--- config.mk ---
export PLATFORM = sky130hd
export DESIGN_NAME = count_display_flat
export DESIGN_NICKNAME = d
export VERILOG_FILES = /design/src/rtl/display_pkg.sv /design/src/rtl/count_display_if.sv /design/src/rtl/count_display_seg7_decode.sv /design/src/rtl/count_display.sv /design/src/flat_wrapper.sv
export SDC_FILE = /design/constraint.sdc
export NUM_CORES = 1
export LEC_CHECK = 0
export CORE_MARGIN = 4
export CORE_UTILIZATION = 35
export DETAILED_ROUTE_END_ITERATION = 7
export HOLD_SLACK_MARGIN = 0.12
export PLACE_DENSITY_LB_ADDON = 0.05
export SETUP_SLACK_MARGIN = 0.5
export SYNTH_ARGS = -nofsm -noshare
export SYNTH_HDL_FRONTEND = slang
export SYNTH_SLANG_ARGS = --single-unit
--- constraint.sdc ---
create_clock -name clk -period 2 [get_ports clk]
set_input_delay 0.3 -clock clk [delete_from_list [all_inputs] [get_ports clk]]
set_output_delay 0.3 -clock clk [all_outputs]
set_load 0.01 [all_outputs]
--- src/rtl/display_pkg.sv ---
// Shared types and constants for the two-digit count display.
`timescale 1ns/1ps
package display_pkg;

  typedef enum logic [1:0] {
    IDLE,
    SHIFT,
    LOAD
  } state_e;

  // Active-low segment patterns, bit order {g,f,e,d,c,b,a}.
  localparam logic [6:0] SEG_0    = 7'h40;
  localparam logic [6:0] SEG_1    = 7'h79;
  localparam logic [6:0] SEG_2    = 7'h24;
  localparam logic [6:0] SEG_3    = 7'h30;
  localparam logic [6:0] SEG_4    = 7'h19;
  localparam logic [6:0] SEG_5    = 7'h12;
  localparam logic [6:0] SEG_6    = 7'h02;
  localparam logic [6:0] SEG_7    = 7'h78;
  localparam logic [6:0] SEG_8    = 7'h00;
  localparam logic [6:0] SEG_9    = 7'h10;
  localparam logic [6:0] SEG_DASH = 7'h3F;
  localparam logic [6:0] SEG_OFF  = 7'h7F;

  // Active-low anodes: an[0] drives the ones digit, an[1] the tens digit.
  localparam logic [1:0] AN_OFF  = 2'b11;
  localparam logic [1:0] AN_ONES = 2'b10;
  localparam logic [1:0] AN_TENS = 2'b01;

endpackage

--- src/rtl/count_display_if.sv ---
// Bus between the decade counter (master) and the display block (slave).
`timescale 1ns/1ps
interface count_display_if;
  logic [7:0] count;
  logic [3:0] tens;
  logic [3:0] ones;
  logic       bcd_valid;
  logic       ovf;
  logic [6:0] seg;
  logic [1:0] an;

  modport master (
    output count,
    input  tens, ones, bcd_valid, ovf, seg, an
  );

  modport slave (
    input  count,
    output tens, ones, bcd_valid, ovf, seg, an
  );
endinterface

--- src/rtl/count_display_seg7_decode.sv ---
// BCD digit to active-low seven-segment pattern; non-decimal codes go dark.
`timescale 1ns/1ps
module seg7_decode
  import display_pkg::*;
(
  input  logic [3:0] digit,
  output logic [6:0] seg
);

  // Table lookup of the segment pattern for one digit.
  always_comb begin
    seg = SEG_OFF;
    case (digit)
      4'd0: seg = SEG_0;
      4'd1: seg = SEG_1;
      4'd2: seg = SEG_2;
      4'd3: seg = SEG_3;
      4'd4: seg = SEG_4;
      4'd5: seg = SEG_5;
      4'd6: seg = SEG_6;
      4'd7: seg = SEG_7;
      4'd8: seg = SEG_8;
      4'd9: seg = SEG_9;
      default: seg = SEG_OFF;
    endcase
  end

endmodule

--- src/rtl/count_display.sv ---
// Binary count (0-99) to two BCD digits via a sequential double-dabble
// engine, shown on a time-multiplexed common-anode seven-segment display.
`timescale 1ns/1ps
module count_display
  import display_pkg::*;
#(
  parameter int unsigned REFRESH_DIV = 50000,
  parameter bit          BLANK_LZ    = 1'b1
) (
  input  logic             clk,
  input  logic             reset,
  count_display_if.slave   bus
);

  localparam int unsigned    RW       = $clog2(REFRESH_DIV);
  localparam logic [RW-1:0]  REF_LAST = RW'(REFRESH_DIV - 1);

  state_e        state_q, state_d;
  logic [7:0]    last_val_q, last_val_d;
  logic [7:0]    bin_q, bin_d;
  logic [7:0]    bcd_q, bcd_d;
  logic [2:0]    iter_q, iter_d;
  logic          force_conv_q, force_conv_d;
  logic [3:0]    tens_q, tens_d;
  logic [3:0]    ones_q, ones_d;
  logic          bcd_valid_q, bcd_valid_d;
  logic          ovf_q, ovf_d;
  logic [RW-1:0] ref_cnt_q, ref_cnt_d;
  logic          digit_sel_q, digit_sel_d;

  logic [7:0]    bcd_adj;
  logic [3:0]    digit;
  logic [6:0]    seg_dec;
  logic [6:0]    seg_o;
  logic [1:0]    an_o;

  // All state registers, synchronous reset.
  always_ff @(posedge clk) begin
    if (reset) begin
      state_q      <= IDLE;
      last_val_q   <= '0;
      bin_q        <= '0;
      bcd_q        <= '0;
      iter_q       <= '0;
      force_conv_q <= 1'b1;
      tens_q       <= '0;
      ones_q       <= '0;
      bcd_valid_q  <= 1'b0;
      ovf_q        <= 1'b0;
      ref_cnt_q    <= '0;
      digit_sel_q  <= 1'b0;
    end else begin
      state_q      <= state_d;
      last_val_q   <= last_val_d;
      bin_q        <= bin_d;
      bcd_q        <= bcd_d;
      iter_q       <= iter_d;
      force_conv_q <= force_conv_d;
      tens_q       <= tens_d;
      ones_q       <= ones_d;
      bcd_valid_q  <= bcd_valid_d;
      ovf_q        <= ovf_d;
      ref_cnt_q    <= ref_cnt_d;
      digit_sel_q  <= digit_sel_d;
    end
  end

  // Conversion FSM: sample on change, eight add-3/shift steps, then publish.
  always_comb begin
    state_d      = state_q;
    last_val_d   = last_val_q;
    bin_d        = bin_q;
    bcd_d        = bcd_q;
    iter_d       = iter_q;
    force_conv_d = force_conv_q;
    tens_d       = tens_q;
    ones_d       = ones_q;
    bcd_valid_d  = bcd_valid_q;
    ovf_d        = ovf_q;
    bcd_adj      = bcd_q;
    unique case (state_q)
      IDLE: begin
        if (force_conv_q || (bus.count != last_val_q)) begin
          last_val_d   = bus.count;
          bin_d        = bus.count;
          bcd_d        = '0;
          iter_d       = '0;
          force_conv_d = 1'b0;
          state_d      = SHIFT;
        end
      end
      SHIFT: begin
        if (bcd_q[3:0] >= 4'd5) bcd_adj[3:0] = bcd_q[3:0] + 4'd3;
        if (bcd_q[7:4] >= 4'd5) bcd_adj[7:4] = bcd_q[7:4] + 4'd3;
        bcd_d  = {bcd_adj[6:0], bin_q[7]};
        bin_d  = {bin_q[6:0], 1'b0};
        iter_d = iter_q + 3'd1;
        if (iter_q == 3'd7) state_d = LOAD;
      end
      LOAD: begin
        // Out-of-range values keep the last good digits; only the flag moves.
        if (last_val_q > 8'd99) begin
          ovf_d = 1'b1;
        end else begin
          ovf_d  = 1'b0;
          tens_d = bcd_q[7:4];
          ones_d = bcd_q[3:0];
        end
        bcd_valid_d = 1'b1;
        state_d     = IDLE;
      end
      default: state_d = IDLE;
    endcase
  end

  // Free-running digit-slot timer, independent of the conversion FSM.
  always_comb begin
    ref_cnt_d   = ref_cnt_q + RW'(1);
    digit_sel_d = digit_sel_q;
    if (ref_cnt_q == REF_LAST) begin
      ref_cnt_d   = '0;
      digit_sel_d = ~digit_sel_q;
    end
  end

  assign digit = digit_sel_q ? tens_q : ones_q;

  seg7_decode u_decode (
    .digit (digit),
    .seg   (seg_dec)
  );

  // Display drive from registered state: dark until valid, dashes on overflow.
  always_comb begin
    an_o  = AN_OFF;
    seg_o = SEG_OFF;
    if (bcd_valid_q) begin
      an_o = digit_sel_q ? AN_TENS : AN_ONES;
      if (ovf_q) begin
        seg_o = SEG_DASH;
      end else if (digit_sel_q && BLANK_LZ && (tens_q == 4'd0)) begin
        an_o = AN_OFF;
      end else begin
        seg_o = seg_dec;
      end
    end
  end

  assign bus.tens      = tens_q;
  assign bus.ones      = ones_q;
  assign bus.bcd_valid = bcd_valid_q;
  assign bus.ovf       = ovf_q;
  assign bus.seg       = seg_o;
  assign bus.an        = an_o;

endmodule

--- src/flat_wrapper.sv ---
// flat-port wrapper written by rule: the top's interface ports become plain ports
module count_display_flat import display_pkg::*;
#(
  parameter int unsigned REFRESH_DIV = 50000,
  parameter bit          BLANK_LZ    = 1'b1
)
  (clk, reset, bus_count, bus_tens, bus_ones, bus_bcd_valid, bus_ovf, bus_seg, bus_an);
  count_display_if bus_i ();
  input  logic clk;
  input  logic reset;
  input wire logic [$bits(bus_i.count)-1:0] bus_count;
  output wire logic [$bits(bus_i.tens)-1:0] bus_tens;
  output wire logic [$bits(bus_i.ones)-1:0] bus_ones;
  output wire logic [$bits(bus_i.bcd_valid)-1:0] bus_bcd_valid;
  output wire logic [$bits(bus_i.ovf)-1:0] bus_ovf;
  output wire logic [$bits(bus_i.seg)-1:0] bus_seg;
  output wire logic [$bits(bus_i.an)-1:0] bus_an;
  assign bus_i.count = bus_count;
  assign bus_tens = bus_i.tens;
  assign bus_ones = bus_i.ones;
  assign bus_bcd_valid = bus_i.bcd_valid;
  assign bus_ovf = bus_i.ovf;
  assign bus_seg = bus_i.seg;
  assign bus_an = bus_i.an;
  count_display #(.REFRESH_DIV(REFRESH_DIV), .BLANK_LZ(BLANK_LZ)) u_core (.clk(clk), .reset(reset), .bus(bus_i));
endmodule
==> results.yml <==
global_routing:
  grt_util_all_layers_pct: 15.7
  antenna_found_initial: 0
  first_global_vias: 2620
  gr-total-overflow: 0
  grt_pass1_wl_um: 12500
  grt_start_max_net_pins: 57
detailed_routing:
  drt-initial-drc-count: 69
  final_antenna_net_count: 0
  drcViolationCount: 0
  wl_um: 7430
  vias: 2673
  wire_per_inst_um: 13.8
  dr.pass1.iters: 4
  vias_per_cell: 4.97
run_status:
  violations: "negative setup slack"
  status: "finished, violations left"
clock_tree:
  cts_sinks: 57
  clk_pin_slew_ns: 0.07
  cts_tree: "done"
  cts_made_buffers: 9
  htree_levels: 3
  clk_latency_ns: 0.34
  clock_tree.root_cell: "clkbuf_8"
  clock_path_buffers: 2
final_layout:
  layout_commonest_cell: "buf_4"
  n_antenna_cell: 0
  syn_to_final_growth_pct: 53.3
  fin_nets: 450
  stdcell_count: 538
  design_area_um2: 4550
  drive_gt1_share_pct: 43.6
  final_cell_mix: "49 x buf_4, 36 x nor2_1, 32 x dfxtp_1"
power:
  power.combinational.fraction_pct: 12.5
  finalPower_mw: 2.61
  vdd_drop_max_mv: 0.477
  power_density_nw_per_um2: 573
  pwr-share-seq_pct: 46.0
  p_int_mw: 1.91
  switchingPower_mw: 0.697
  netSwitchingFraction_pct: 26.7
  p_leak_nw: 1.85
  clockPowerShare_pct: 41.5
timing:
  hold_viol: 0
  layout_min_cycle_time_ns: 2.09
  max_freq_mhz: 479
  rsz0062_at_grt: "yes"
  drv_slew: 0
  fin_ws_ns: -0.0895
  max_slew.worst_pin.slew_ns: 0.320
  skew_ns: 0.0109
  setup_viol: 6
  relSlewSlack_pct: 78.5
  finalCritPeriodShare_pct: 104
critical_path:
  cp-start-kind: "flip-flop"
  criticalPathCategory: "flip-flop to primary output"
  critPathBufInv: 3
  crit_start: "u_core.digit_sel_q$_SDFFE_PP0N_"
  path_cells: "buf_12, mux2i_4, buf_6, xor2_1, nor2_1, o31ai_2, buf_2"
  required_ns: 1.70
  r2r_slack_ns: 0.42
  endpoint_kind: "primary output"
  cpLargestDelayFamily: "buffers and inverters"
  worstReg2RegStart: "u_core.last_val_q[3]$_SDFFE_PP0P_"
  slowest_stage: "dfxtp_2"
  reg2reg_to: "u_core.bin_q[1]$_SDFFE_PP0P_"
  arrival_ns: 1.79
  cpPeakStageDelay_ns: 0.34
  rr_worst_depth: 5
  path_max_fanout: 7
die:
  die_y_um: 100
  num_rows: 33
  design.core.area_um2: 8220
  io_pins: 29
  initial_core_util_pct: 36.2
  die_x_um: 100
  die-area_um2: 10000
place:
  dpl_cell_area_um2: 3720
  dp.cells: 492
  io_buffers: 28
  place_congestion: 0.762
  dp_hpwl_um: 4720
synthesis:
  seq_area_frac_synth_pct: 38.4
  ys_ff_latch: 57
  synth_fp_nets: 358
  avgSynthCellArea_um2: 8.84
  synth-edff-count: 0
  synthArstFlopShare_pct: 0
  synthesis.area_um2: 2970
  synth-main-ff-cell: "dfxtp_1"
  yosysUniqueCellTypes: 42
  synth_warnings: 0
  synthCells: 336
min_path:
  holdPathStages: 4
  worstHoldEndpoint: "u_core.last_val_q[6]$_SDFFE_PP0P_"
  hp-class: "input port to flip-flop"
  hold_path.startpoint: "bus_count[6]"
job:
  cap_viol_max_count: 0
## cells in the mapped netlist (7+ instances only)
| library cell | count | area (um2) |
|---|---|---|
| a21oi_1 | 14 | 70.1 |
| clkbuf_1 | 15 | 56.3 |
| dfxtp_1 | 57 | 1140 |
| ha_1 | 12 | 150 |
| inv_1 | 12 | 45.0 |
| mux2i_1 | 22 | 220 |
| nand2_1 | 12 | 45.0 |
| nand2b_1 | 25 | 156 |
| nand3b_1 | 8 | 60.1 |
| nand4_1 | 7 | 43.8 |
| nor2_1 | 38 | 143 |
| o21ai_0 | 13 | 65.1 |
| or3_1 | 9 | 56.3 |
| xnor2_1 | 8 | 70.1 |
| xor2_1 | 14 | 123 |
## per-layer routing
metal | track usage (%) | up-vias | part of all wire (%)
li1 | - | 1381 | -
met1 | 21.2 | 1256 | 48
met2 | 24.4 | 29 | 47
met3 | 4.45 | 7 | 3.9
met4 | 4.66 | 0 | 1.0
met5 | 0 | - | 0
## sequential cells by signal, indices dropped and copies added (netlist names), 2 cells and up
register,cells
u_core.ref_cnt_q,16
u_core.bcd_q,8
u_core.bin_q,8
u_core.last_val_q,8
u_core.bus.ones,4
u_core.bus.tens,4
u_core.iter_q,3
u_core.state_q,2
## per-stage QoR
step | util (%) | setup TNS (ns) | hold WS, ns | setup slack [ns]
global route | 55.4 | -1.15 | 0.449 | -0.226
detailed placement | 45.3 | -3.78 | 0.444 | -0.223
global placement | 45.3 | -2.96 | 0.461 | -0.162
CTS | 52.8 | -0.604 | 0.464 | -0.115
finish | 55.4 | -0.446 | 0.443 | -0.0895
floorplan | - | 0 | 0.427 | 0.349
## worst max-delay path by stage
stage | cells past startpoint | slack, ns | to
floorplan | 6 | 0.35 | bus_seg[3]
global placement | 7 | -0.16 | u_core.last_val_q[4]$_SDFFE_PP0P_
detailed placement | 7 | -0.22 | u_core.last_val_q[1]$_SDFFE_PP0P_
CTS | 8 | -0.12 | bus_seg[0]
global route | 7 | -0.23 | bus_seg[6]
finish | 7 | -0.09 | bus_seg[6]
## power groups by stage
| stage | Sequential (mW) | Combinational (mW) | Clock, mW |
|---|---|---|---|
| after floorplan | 1.22 | 0.156 | 0 |
| after detailed placement | 1.23 | 0.250 | 0 |
| after global routing | 1.21 | 0.354 | 1.18 |
| after CTS | 1.20 | 0.303 | 1.13 |
| after global placement | 1.23 | 0.250 | 0 |
| final | 1.20 | 0.326 | 1.08 |
## final cells by class
class	count	area [um2]
clock inverters	7	77.6
flip-flops and latches	57	1190
inverters	12	45.0
multi-input cells	249	2120
fillers	758	3660
repair buffers	99	863
clock buffers	9	124
well taps	105	131
## repair_timing
action                                  4_1_cts  5_1_grt
resized for setup                           129       48
endpoints found under the setup margin       61       55
cloned                                        2        0
pin swaps                                    42       22
setup buffers                                25        3
hold buffers                                  0        0
## tightest hold or removal path: cells and delay by family
family	cells	cell delay (ns)
buffers and inverters	2	0.30
multiplexers	1	0.06
AND/OR/NAND/NOR	1	0.06
## cell families (layout without fill, tap and decap cells)
| kind of cell | after synthesis | count (layout) | synth area share [%] |
|---|---|---|---|
| multiplexers | 26 | 26 | 8.93 |
| adder cells (fa/ha/maj) | 12 | 12 | 5.05 |
| buffers and inverters | 31 | 127 | 4.09 |
| AO/OA/AOI/OAI | 58 | 59 | 13.4 |
| flip-flops | 57 | 57 | 38.4 |
| XOR/XNOR | 22 | 22 | 6.49 |
| AND/OR/NAND/NOR | 130 | 130 | 23.7 |
Note: power is estimated with default switching activity, not from simulation.
